===== config.mk =====
export PLATFORM = sky130hd
export DESIGN_NAME = cache_mem_arbiter
export DESIGN_NICKNAME = d
export VERILOG_FILES = /design/src/rtl/cache_mem_arbiter_pkg.sv /design/src/rtl/cache_mem_arbiter_hold_counter.sv /design/src/rtl/dff.sv /design/src/rtl/cache_mem_arbiter.sv
export SDC_FILE = /design/constraint.sdc
export NUM_CORES = 1
export LEC_CHECK = 0
export ABC_AREA = 1
export CORE_MARGIN = 2
export CORE_UTILIZATION = 32
export DETAILED_ROUTE_END_ITERATION = 10
export PLACE_DENSITY = 0.86
export SYNTH_ARGS = -nofsm -noshare
export SYNTH_HDL_FRONTEND = slang
export SYNTH_HIERARCHICAL = 1
export SYNTH_SLANG_ARGS = --single-unit

===== constraint.sdc =====
create_clock -name clk -period 1.9 [get_ports clk]
set_clock_uncertainty 0.2 [all_clocks]
set_input_delay 0.57 -clock clk [delete_from_list [all_inputs] [get_ports clk]]
set_output_delay 0.57 -clock clk [all_outputs]
set_load 0.03 [all_outputs]

===== src/rtl/cache_mem_arbiter_pkg.sv =====
// Shared cache package: arbiter state encodings, widths and the ownership hold limit.
package cache_mem_arbiter_pkg;

    localparam int unsigned ADDR_W     = 16;
    localparam int unsigned DATA_W     = 16;
    localparam int unsigned HOLD_W     = 7;
    localparam int unsigned HOLD_LIMIT = 64;

    typedef enum logic [1:0] {
        IDLE  = 2'b00,
        I_OWN = 2'b01,
        D_OWN = 2'b10
    } arb_state_e;

endpackage


===== src/rtl/cache_mem_arbiter_hold_counter.sv =====
// Saturating ownership-length counter: synchronous clear, count enable, sticks at all-ones.
module hold_counter
    import cache_mem_arbiter_pkg::*;
(
    input  logic              clk,
    input  logic              rst,
    input  logic              clr,
    input  logic              en,
    output logic [HOLD_W-1:0] cnt
);

    always_ff @(posedge clk or posedge rst) begin
        if (rst)                      cnt <= '0;
        else if (clr)                 cnt <= '0;
        else if (en && (cnt != '1))   cnt <= cnt + HOLD_W'(1);
    end

endmodule


===== src/rtl/dff.sv =====
// Generic D flip-flop cell with asynchronous active-high reset to a parameterised value.
module dff #(
    parameter int unsigned   W       = 1,
    parameter logic [W-1:0]  RST_VAL = '0
) (
    input  logic         clk,
    input  logic         rst,
    input  logic [W-1:0] d,
    output logic [W-1:0] q
);

    always_ff @(posedge clk or posedge rst) begin
        if (rst) q <= RST_VAL;
        else     q <= d;
    end

endmodule


===== src/rtl/cache_mem_arbiter.sv =====
// Round-robin arbiter giving the I-cache or D-cache exclusive ownership of the memory port.
module cache_mem_arbiter
    import cache_mem_arbiter_pkg::*;
(
    input  logic              clk,
    input  logic              rst,
    input  logic              icache_req,
    input  logic [ADDR_W-1:0] icache_addr,
    input  logic              dcache_req,
    input  logic [ADDR_W-1:0] dcache_addr,
    input  logic              dcache_wr,
    input  logic [DATA_W-1:0] dcache_wdata,
    output logic              icache_grant,
    output logic              dcache_grant,
    output logic              icache_stall,
    output logic              dcache_stall,
    output logic [ADDR_W-1:0] mem_addr,
    output logic              mem_enable,
    output logic              mem_wr,
    output logic [DATA_W-1:0] mem_wdata,
    output logic              arb_timeout
);

    arb_state_e        state_q;
    arb_state_e        state_d;
    logic [1:0]        state_raw;
    logic              last_q;
    logic              last_d;
    logic [HOLD_W-1:0] hold_cnt;
    logic              owner;
    logic              timeout_q;

    dff #(.W(2), .RST_VAL(2'(IDLE))) u_state_ff (
        .clk (clk),
        .rst (rst),
        .d   (2'(state_d)),
        .q   (state_raw)
    );

    // last_owner resets to D so the I-cache wins the first tie
    dff #(.W(1), .RST_VAL(1'b1)) u_last_ff (
        .clk (clk),
        .rst (rst),
        .d   (last_d),
        .q   (last_q)
    );

    assign state_q = arb_state_e'(state_raw);
    assign owner   = (state_q != IDLE);

    // Next state: owners always pass back through IDLE, so the grant bubble is guaranteed
    always_comb begin
        state_d = state_q;
        last_d  = last_q;
        case (state_q)
            IDLE: begin
                if (icache_req && (!dcache_req || last_q)) begin
                    state_d = I_OWN;
                    last_d  = 1'b0;
                end else if (dcache_req) begin
                    state_d = D_OWN;
                    last_d  = 1'b1;
                end
            end
            I_OWN:   if (!icache_req) state_d = IDLE;
            D_OWN:   if (!dcache_req) state_d = IDLE;
            default: state_d = IDLE;
        endcase
    end

    hold_counter u_hold (
        .clk (clk),
        .rst (rst),
        .clr (!owner),
        .en  (owner),
        .cnt (hold_cnt)
    );

    // Sticky: set on the edge where the hold count reaches the limit
    always_ff @(posedge clk or posedge rst) begin
        if (rst)
            timeout_q <= 1'b0;
        else if (owner && (hold_cnt == HOLD_W'(HOLD_LIMIT - 1)))
            timeout_q <= 1'b1;
    end

    assign arb_timeout  = timeout_q;
    assign icache_grant = (state_q == I_OWN);
    assign dcache_grant = (state_q == D_OWN);
    // Stalls are masked by rst so every output is quiet during reset
    assign icache_stall = icache_req & ~icache_grant & ~rst;
    assign dcache_stall = dcache_req & ~dcache_grant & ~rst;
    assign mem_enable   = icache_grant | dcache_grant;
    assign mem_addr     = icache_grant ? icache_addr :
                          dcache_grant ? dcache_addr : '0;
    assign mem_wr       = dcache_grant & dcache_wr;
    assign mem_wdata    = mem_wr ? dcache_wdata : '0;

endmodule


==> results.cfg, run 1 <==
[synthesis]
muxShareOfSynthArea_pct = 0
synthXorXnorAreaFrac_pct = 0
synth_top_area_share_pct = 19.6
synthCells = 189
synth_compound_area_share_pct = 5.88
yosysWarningCount = 6
synth_fa_ha_area_share_pct = 5.88
synth_seq_area_share_pct = 21.6
synth_area_um2 = 1280
yosys.area_share.simple_pct = 49.8
syn_avg_cell_area_um2 = 6.76
synthesis.nets = 248
synth_area_leader_cell = dfrtp_1
synthTopCellsByArea = dfrtp_1 20%, nand2_1 17%, inv_1 10%
yosys.cell_types.count = 25
synth_seq_cells = 11
synth_top_family_by_area = simple AND/OR/NAND/NOR gates

[finish]
fin_area_um2 = 2840
fin_cells = 348
final_common_cell = clkdlybuf4s50_1
mostFrequentLayoutCells = 49 x clkdlybuf4s50_1, 40 x buf_6, 31 x inv_1, 31 x nand2_1, 20 x nand3_1
fin_nets = 360
antenna_cells = 0
drive_above_1_share_pct = 46.7
fin_util_pct = 75.8
nFillCells = 280
synthToLayoutAreaGrowth_pct = 122

[pwr]
peakVddDrop_mv = 0.787
power.density_nw_per_um2 = 1240
finalPower_mw = 3.51
power.leakage_nw = 1.31

[cts]
cts-root-buf = clkbuf_8
clock-sinks = 11
clk_pin_slew_worst_paths_ns = 0.05
cts_made_buffers = 3
h-tree-depth = 1
cts_hold_repair.buffers = 0
cts_buffer_depth = 2
clk_latency_ns = 0.24
cts_tree = done

[floorplan]
initial_core_util_pct = 34.1
core-area_um2 = 3740
die_height_um = 67.2
die_w_um = 67.2
dieArea_um2 = 4510
io_pins = 92
rows = 22

[setup_path]
critPathLaunchType = register
cp.required_ns = 1.13
path_class = reg -> out
path_max_fanout = 18
cp.arrival_ns = 1.47
end_kind = output pin

[global_routing]
grt_use_total_pct = 22.5
grt_max_degree = 19
first_global_vias = 1636
overflow = 0
antenna_found_initial = 0
grt_pass1_wl_mm = 7.76

[timing]
fin_crit_sh_pct = 118
tns_ns = -9.92
setup_slack_ns = -0.342
drv_slew = 0
hold_viol_final = 0
setup_viol = 37
relSlewSlack_pct = 77.5
worst_pin_slew_ns = 0.338
rsz0062_at_grt = yes
fmax_mhz = 446
layout_min_cycle_time_ns = 2.24

[place]
placed_area_um2 = 2440
dp_cells = 336
post-dp-hpwl_mm = 3.42
port_buffers = 91
gp_congestion = 0.802

[status]
violations = setup timing
status = complete, but fails checks

[detailed_routing]
drtIter0Drc = 79
firstDrtPassIters = 4
wl_per_cell_um = 15.0
via_per_inst = 4.78
via_count = 1665
drc = 0
drtAntennaViolNets = 0
drt_wl_total_mm = 5.23

[worst_hold_path]
min_path_type = reg -> reg

[flow_run]
maxCapViolCount = 0
## worst max-delay path, stage by stage (launching register included)
cell	delay (ns)
dfrtp_2	0.41
buf_4	0.15
ha_4	0.19
buf_12	0.17
nand2_1	0.09
nand2_2	0.06
buf_4	0.17
## kinds of logic after synthesis
| group | count (synthesis) |
|---|---|
| simple gates | 120 |
| flops | 11 |
| compound gates | 9 |
| fa+ha+maj | 6 |
| buf+inv | 43 |
## worst paths after layout
kind	start	end	slack, ns	cells past startpoint
max	u_state_ff/q[0]$_DFF_PP0_	mem_addr[15]	-0.34	6
min in group asynchronous	rst	arb_timeout$_DFFE_PP0P_	0.35	3
min reg2reg	arb_timeout$_DFFE_PP0P_	arb_timeout$_DFFE_PP0P_	0.27	1
min	arb_timeout$_DFFE_PP0P_	arb_timeout$_DFFE_PP0P_	0.27	1
max in group asynchronous	rst	u_hold/cnt[4]$_DFFE_PP0P_	0.83	3
max reg2reg	u_state_ff/q[0]$_DFF_PP0_	u_state_ff/q[0]$_DFF_PP0_	0.18	9
## through the flow
stage                     worst slack, ns  hold slack (ns)
after floorplan                   -0.0966           0.0987
after global placement             -0.468            0.261
after detailed placement           -0.492            0.276
after CTS                          -0.332            0.283
after global routing               -0.395            0.336
final                              -0.342            0.273
## state kept, by name, summed over array words and instances, names as in the netlist
signal and cells:
u_hold/cnt 7, u_state_ff/q 2, arb_timeout 1, u_last_ff/q 1
## area by class of cell
type	count	area, um^2	share of cell area (%)
timing repair buffer	112	1170	41.3
multi-input combinational	137	1130	39.8
inverter	36	153	5.38
tap	48	60.1	2.12
sequential	11	279	9.83
clock buffer	4	45.0	1.59
## synthesized netlist by cell type
library cell	count
inv_6	1
nor2_4	9
dfstp_2	1
o21ai_4	1
nand3_2	11
a21oi_1	1
nand3_1	21
nor2_1	13
o21bai_1	3
buf_6	4
inv_2	1
nand2_4	1
nand4_1	3
buf_2	2
ha_1	6
dfrtp_1	10
nor2_2	1
buf_12	1
nand2_1	58
inv_1	34
nor3_1	2
a31oi_1	1
a21oi_2	2
o21a_1	1
nand2_2	1
## layer usage
| layer | track usage (%) | wire [um] | up-vias |
|---|---|---|---|
| met4 | 4.85 | 51 | 0 |
| li1 | - | - | 811 |
| met5 | 0 | 0 | - |
| met3 | 5.67 | 497 | 6 |
| met1 | 24.6 | 1820 | 762 |
| met2 | 43.2 | 2860 | 86 |
## where the power goes
part | internal, mW | switching [mW] | leakage (nW)
logic | 1.28 | 1.64 | 1.14
clock network | 0.147 | 0.0871 | 0.0228
registers | 0.294 | 0.0526 | 0.144
## what timing repair did
| action | CTS | global route |
|---|---|---|
| setup endpoints to repair | 39 | 38 |
| setup buffers | 7 | 1 |
| gates cloned | 1 | 1 |
| pin swaps | 9 | 1 |
| resized for setup | 65 | 11 |
Note: power is estimated with default switching activity, not from simulation.
==> run 2, diff against run 1 <==
--- a/config.mk
+++ b/config.mk
@@ -7,9 +7,10 @@
 export LEC_CHECK = 0
 export ABC_AREA = 1
 export CORE_MARGIN = 2
-export CORE_UTILIZATION = 32
+export CORE_UTILIZATION = 51
 export DETAILED_ROUTE_END_ITERATION = 10
-export PLACE_DENSITY = 0.86
+export DONT_BUFFER_PORTS = 1
+export PLACE_DENSITY = 0.77
 export SYNTH_ARGS = -nofsm -noshare
 export SYNTH_HDL_FRONTEND = slang
 export SYNTH_HIERARCHICAL = 1
==> results.cfg, run 2 (synthesis gave the netlist of run 1 again) <==
[global_routing]
grt_use_total_pct = 27.3
first_global_vias = 1147
grt_pass1_wl_mm = 5.51
antenna_found_initial = 0
overflow = 0
grt_max_degree = 13

[finish]
largest_reg_flops = 7
drive_above_1_share_pct = 52.8
fin_nets = 272
fin_area_um2 = 2000
largestRegisters = u_hold/cnt: 7 flops, u_state_ff/q: 2 flops
synthToLayoutAreaGrowth_pct = 56.9
fin_cells = 242
mostFrequentLayoutCells = 32 x inv_1, 25 x nand2_1, 23 x nand2_4
final_common_cell = inv_1
antenna_cells = 0
nFillCells = 150
top_register = u_hold/cnt

[detailed_routing]
routed.top_layer = met4
via_per_inst = 5.53
dr_wl_met3_um = 333
wl_met1_mm = 1.44
drtAntennaViolNets = 0
wl_met2_mm = 2.32
drtIter0Drc = 25
firstDrtPassIters = 4
drc = 0
via_count = 1338
wl_per_cell_um = 17.6
drt_wl_total_mm = 4.26

[setup_path]
ff2ff_path_depth = 8
r2r_start = u_state_ff/q[1]$_DFF_PP0_
crit_top_cell = buf_12
cp.arrival_ns = 1.45
path_class = reg -> out
reg2reg_to = u_state_ff/q[0]$_DFF_PP0_
endpoint = dcache_stall
cp_cell_sequence = ha_4, buf_12, nor3_4, buf_12
cp.required_ns = 1.13
path_max_fanout = 6
max_stage_delay_ns = 0.44
end_kind = output pin
critPathLaunch = u_state_ff/q[1]$_DFF_PP0_
ff2ff_setup_slack_ns = 0.17
critPathSlowestCell = dfrtp_2
critPathLaunchType = register

[floorplan]
die_height_um = 54.1
rows = 18
die_w_um = 54.1
initial_core_util_pct = 52.5
io_pins = 92
core-area_um2 = 2430
dieArea_um2 = 2920

[cts]
cts_made_buffers = 3
clock-sinks = 11
clk_pin_slew_worst_paths_ns = 0.07
cts-root-buf = clkbuf_4
cts_tree = done
clk_latency_ns = 0.27
h-tree-depth = 1
cts_buffer_depth = 2

[place]
gp_congestion = 0.840
port_buffers = 0
placed_area_um2 = 1650
post-place-ws_ns = -0.0730
dp_cells = 230
post-dp-hpwl_mm = 2.65

[pwr]
finalPower_mw = 2.99
peakVddDrop_mv = 1.44
power.leakage_nw = 0.946
power.density_nw_per_um2 = 1490

[timing]
layout_min_cycle_time_ns = 2.22
tns_ns = -10.34
setup_slack_ns = -0.324
hold_viol_final = 0
fin_crit_sh_pct = 117
fmax_mhz = 450
relSlewSlack_pct = 76.7
drv_slew = 0
setup_viol = 37
rsz0062_at_grt = yes
worst_pin_slew_ns = 0.349

[worst_hold_path]
holdPathStages = 1
min_path_type = in -> reg

[status]
status = complete, but fails checks
violations = setup timing

[flow_run]
maxCapViolCount = 0
[run 2: report_power, final]
part,switching (mW),internal [mW],leakage [nW]
combinational,1.60,0.879,0.787
clock,0.0799,0.0814,0.0150
sequential,0.0520,0.294,0.144
total,1.74,1.25,0.946
[run 2: how the worst min path moves through the flow]
stage / from / end / slack, ns
global route: icache_req / u_last_ff/q$_DFF_PP1_ / 0.13
detailed placement: rst / arb_timeout$_DFFE_PP0P_ / 0.10
CTS: icache_req / u_last_ff/q$_DFF_PP1_ / 0.14
floorplan: rst / arb_timeout$_DFFE_PP0P_ / 0.1
global placement: rst / arb_timeout$_DFFE_PP0P_ / 0.10
finish: icache_req / u_last_ff/q$_DFF_PP1_ / 0.15
[run 2: what timing repair did]
action | 4_1_cts | 5_1_grt
cloned | 4 | 0
resized for setup | 44 | 20
hold buffers | 1 | 0
pin swaps | 23 | 15
endpoints found under the setup margin | 38 | 38
buffers inserted | 8 | 2
hold endpoints to repair | 11 | 0
[run 2: critical path, delay by kind of cell, from the launching register on]
family / cells / cell delay (ns)
buffers and inverters: 2 / 0.30
adder cells (fa/ha/maj): 1 / 0.23
flip-flops: 1 / 0.44
AND/OR/NAND/NOR: 1 / 0.20
[run 2: layer usage]
layer | GRT usage (%) | up-vias
li1 | - | 629
met1 | 27.3 | 629
met2 | 50.6 | 68
met3 | 5.83 | 12
met4 | 17.5 | 0
met5 | 0 | -
[run 2: cell type report]
class,instances,area [um^2],area share (%)
multi-input combinational,136,1220,61.0
sequential,11,279,13.9
timing repair buffer,24,278,13.9
inverter,36,150,7.49
tap,30,37.5,1.87
clock buffer,4,26.3,1.31
timing repair inverter,1,11.3,0.562
[run 2: per-stage QoR]
step / hold WS, ns / util [%]
finish: 0.154 / 82.4
global route: 0.127 / 82.4
CTS: 0.136 / 81.3
detailed placement: 0.102 / 67.6
global placement: 0.102 / 67.6
floorplan: 0.0987 / -
==> run 3, diff against run 2 <==
==> constraint.sdc (replaced) <==
create_clock -name clk -period 1.9 [get_ports clk]
set_clock_uncertainty 0.2 [all_clocks]
set_input_delay 0.285 -clock clk [delete_from_list [all_inputs] [get_ports clk]]
set_output_delay 0.285 -clock clk [all_outputs]
set_load 0.03 [all_outputs]
==> results.cfg, run 3 (synthesis gave the netlist of run 1 again) <==
[status]
status = complete, but fails checks
violations = setup timing

[timing]
tns_ns = -1.32
drv_slew = 0
relSlewSlack_pct = 74.3
layout_min_cycle_time_ns = 2.00
rsz0062_at_grt = yes
setup_viol = 23
setup_slack_ns = -0.103
worst_pin_slew_ns = 0.386
fin_crit_sh_pct = 105
fmax_mhz = 499
hold_viol_final = 0

[place]
gp_congestion = 0.876
placed_area_um2 = 1500
post-dp-hpwl_mm = 2.80
port_buffers = 0

[finish]
final_common_cell = nand2_1
largest_reg_flops = 7
fin_nets = 279
fin_area_um2 = 1790
top_register = u_hold/cnt
antenna_cells = 0
synthToLayoutAreaGrowth_pct = 40.2
mostFrequentLayoutCells = 43 x nand2_1, 31 x inv_1, 17 x nand3_1
largestRegisters = u_hold/cnt: 7 flops, u_state_ff/q: 2 flops
drive_above_1_share_pct = 42.0
final-seq-area_um2 = 279
multiInputGateArea_um2 = 917
nFillCells = 177

[setup_path]
crit_top_cell = buf_6
end_kind = output pin
cp_num_buf_inv = 3
cp.arrival_ns = 1.52
ff2ff_setup_slack_ns = 0.15
cp.required_ns = 1.41
ff2ff_path_depth = 7
path_class = reg -> out
cp_cell_sequence = inv_2, ha_4, buf_6, nand3_2, nand2_1, buf_6
max_stage_delay_ns = 0.45
r2r_start = u_state_ff/q[0]$_DFF_PP0_
critPathSlowestCell = dfrtp_2
critPathLaunchType = register
reg2reg_to = u_hold/cnt[6]$_DFFE_PP0P_
cpLargestDelayFamily = flip-flops
path_max_fanout = 7

[floorplan]
dieArea_um2 = 2920
die_w_um = 54.1
rows = 18
io_pins = 92
die_height_um = 54.1
initial_core_util_pct = 52.5
core-area_um2 = 2430

[global_routing]
grt_use_total_pct = 26.8
overflow = 0
grt_max_degree = 19
grt_pass1_wl_mm = 5.63
first_global_vias = 1283
antenna_found_initial = 0

[worst_hold_path]
min_to = u_state_ff/q[1]$_DFF_PP0_
holdPathStages = 3
hp-start = icache_req
min_path_type = in -> reg

[pwr]
power.leakage_nw = 0.907
finalPower_mw = 2.79
power.density_nw_per_um2 = 1560
peakVddDrop_mv = 1.04

[detailed_routing]
drc = 0
drt_wl_total_mm = 4.36
via_per_inst = 5.43
drtAntennaViolNets = 0
drtIter0Drc = 34
via_count = 1353
wl_per_cell_um = 17.5
firstDrtPassIters = 4

[cts]
cts-root-buf = clkbuf_4
h-tree-depth = 1
clk_latency_ns = 0.26
clk_pin_slew_worst_paths_ns = 0.08
cts_tree = done
clock-sinks = 11
cts_made_buffers = 3
cts_buffer_depth = 2

[flow_run]
maxCapViolCount = 0
-- run 3: cell types whose count changed in the layout (fill, tap and decap cells not counted), sizes merged --
cell	change
dlygate4sd3	+2
inv	-1
clkinv	+1
nand2	-1
buf	+7
clkbuf	-1
-- run 3: how the worst max path moves through the flow --
stage / cells past startpoint / slack (ns) / startpoint / end
after floorplan: 6 / 0.01 / u_state_ff/q[1]$_DFF_PP0_ / mem_addr[10]
final: 6 / -0.10 / u_state_ff/q[0]$_DFF_PP0_ / mem_addr[4]
after detailed placement: 5 / 0.04 / u_state_ff/q[0]$_DFF_PP0_ / mem_wdata[3]
after global placement: 5 / 0.10 / u_state_ff/q[0]$_DFF_PP0_ / mem_wdata[15]
after global routing: 6 / -0.15 / u_state_ff/q[0]$_DFF_PP0_ / mem_addr[4]
after CTS: 6 / -0.04 / u_state_ff/q[1]$_DFF_PP0_ / mem_addr[1]
-- run 3: per-stage QoR --
| step | utilization [%] | setup WS [ns] | hold WS, ns | cells |
|---|---|---|---|---|
| finish | 73.6 | -0.103 | 0.0497 | 249 |
| global placement | 61.8 | 0.105 | -0.181 | 236 |
| detailed placement | 61.8 | 0.0387 | -0.178 | 236 |
| global route | 73.6 | -0.154 | 0.0308 | 249 |
| CTS | 70.8 | -0.0373 | 0.0131 | 248 |
| floorplan | - | 0.0147 | -0.186 | 189 |
-- run 3: area by class of cell --
type,instances,share of cell area (%)
clock buffer,3,1.26
clock inverter,1,0.280
inverter,36,8.11
multi-input combinational,135,51.2
sequential,11,15.6
tap,30,2.10
timing repair buffer,33,21.5
-- run 3: repair_timing --
action,CTS,global route
buffers inserted,5,1
pin swaps,1,9
endpoints found under the hold margin,12,0
hold buffers,3,0
gates resized for setup,37,12
endpoints found under the setup margin,35,41
-- run 3: metal layers --
metal | up-vias | share of wire, % | global-route usage (%) | wire, um
met5 | - | 0 | 0 | 0
met2 | 70 | 55 | 56.3 | 2400
met3 | 14 | 6.6 | 4.72 | 289
met1 | 631 | 35 | 22.5 | 1530
li1 | 638 | - | - | -
met4 | 0 | 3.3 | 15.4 | 142
-- run 3: power by group --
part	internal (mW)	switching, mW	total, mW	leakage [nW]
Clock	0.0778	0.0835	0.161	0.0177
Combinational	0.846	1.42	2.27	0.744
Sequential	0.294	0.0654	0.359	0.144
-- run 3: worst register-to-register path, delay by kind of cell (launching register included) --
kind                     cells  cell delay, ns
flip-flops                   1            0.45
buffers and inverters        4            0.45
adder cells (fa/ha/maj)      1            0.30
AO/OA/AOI/OAI                1            0.17
AND/OR/NAND/NOR              1            0.08
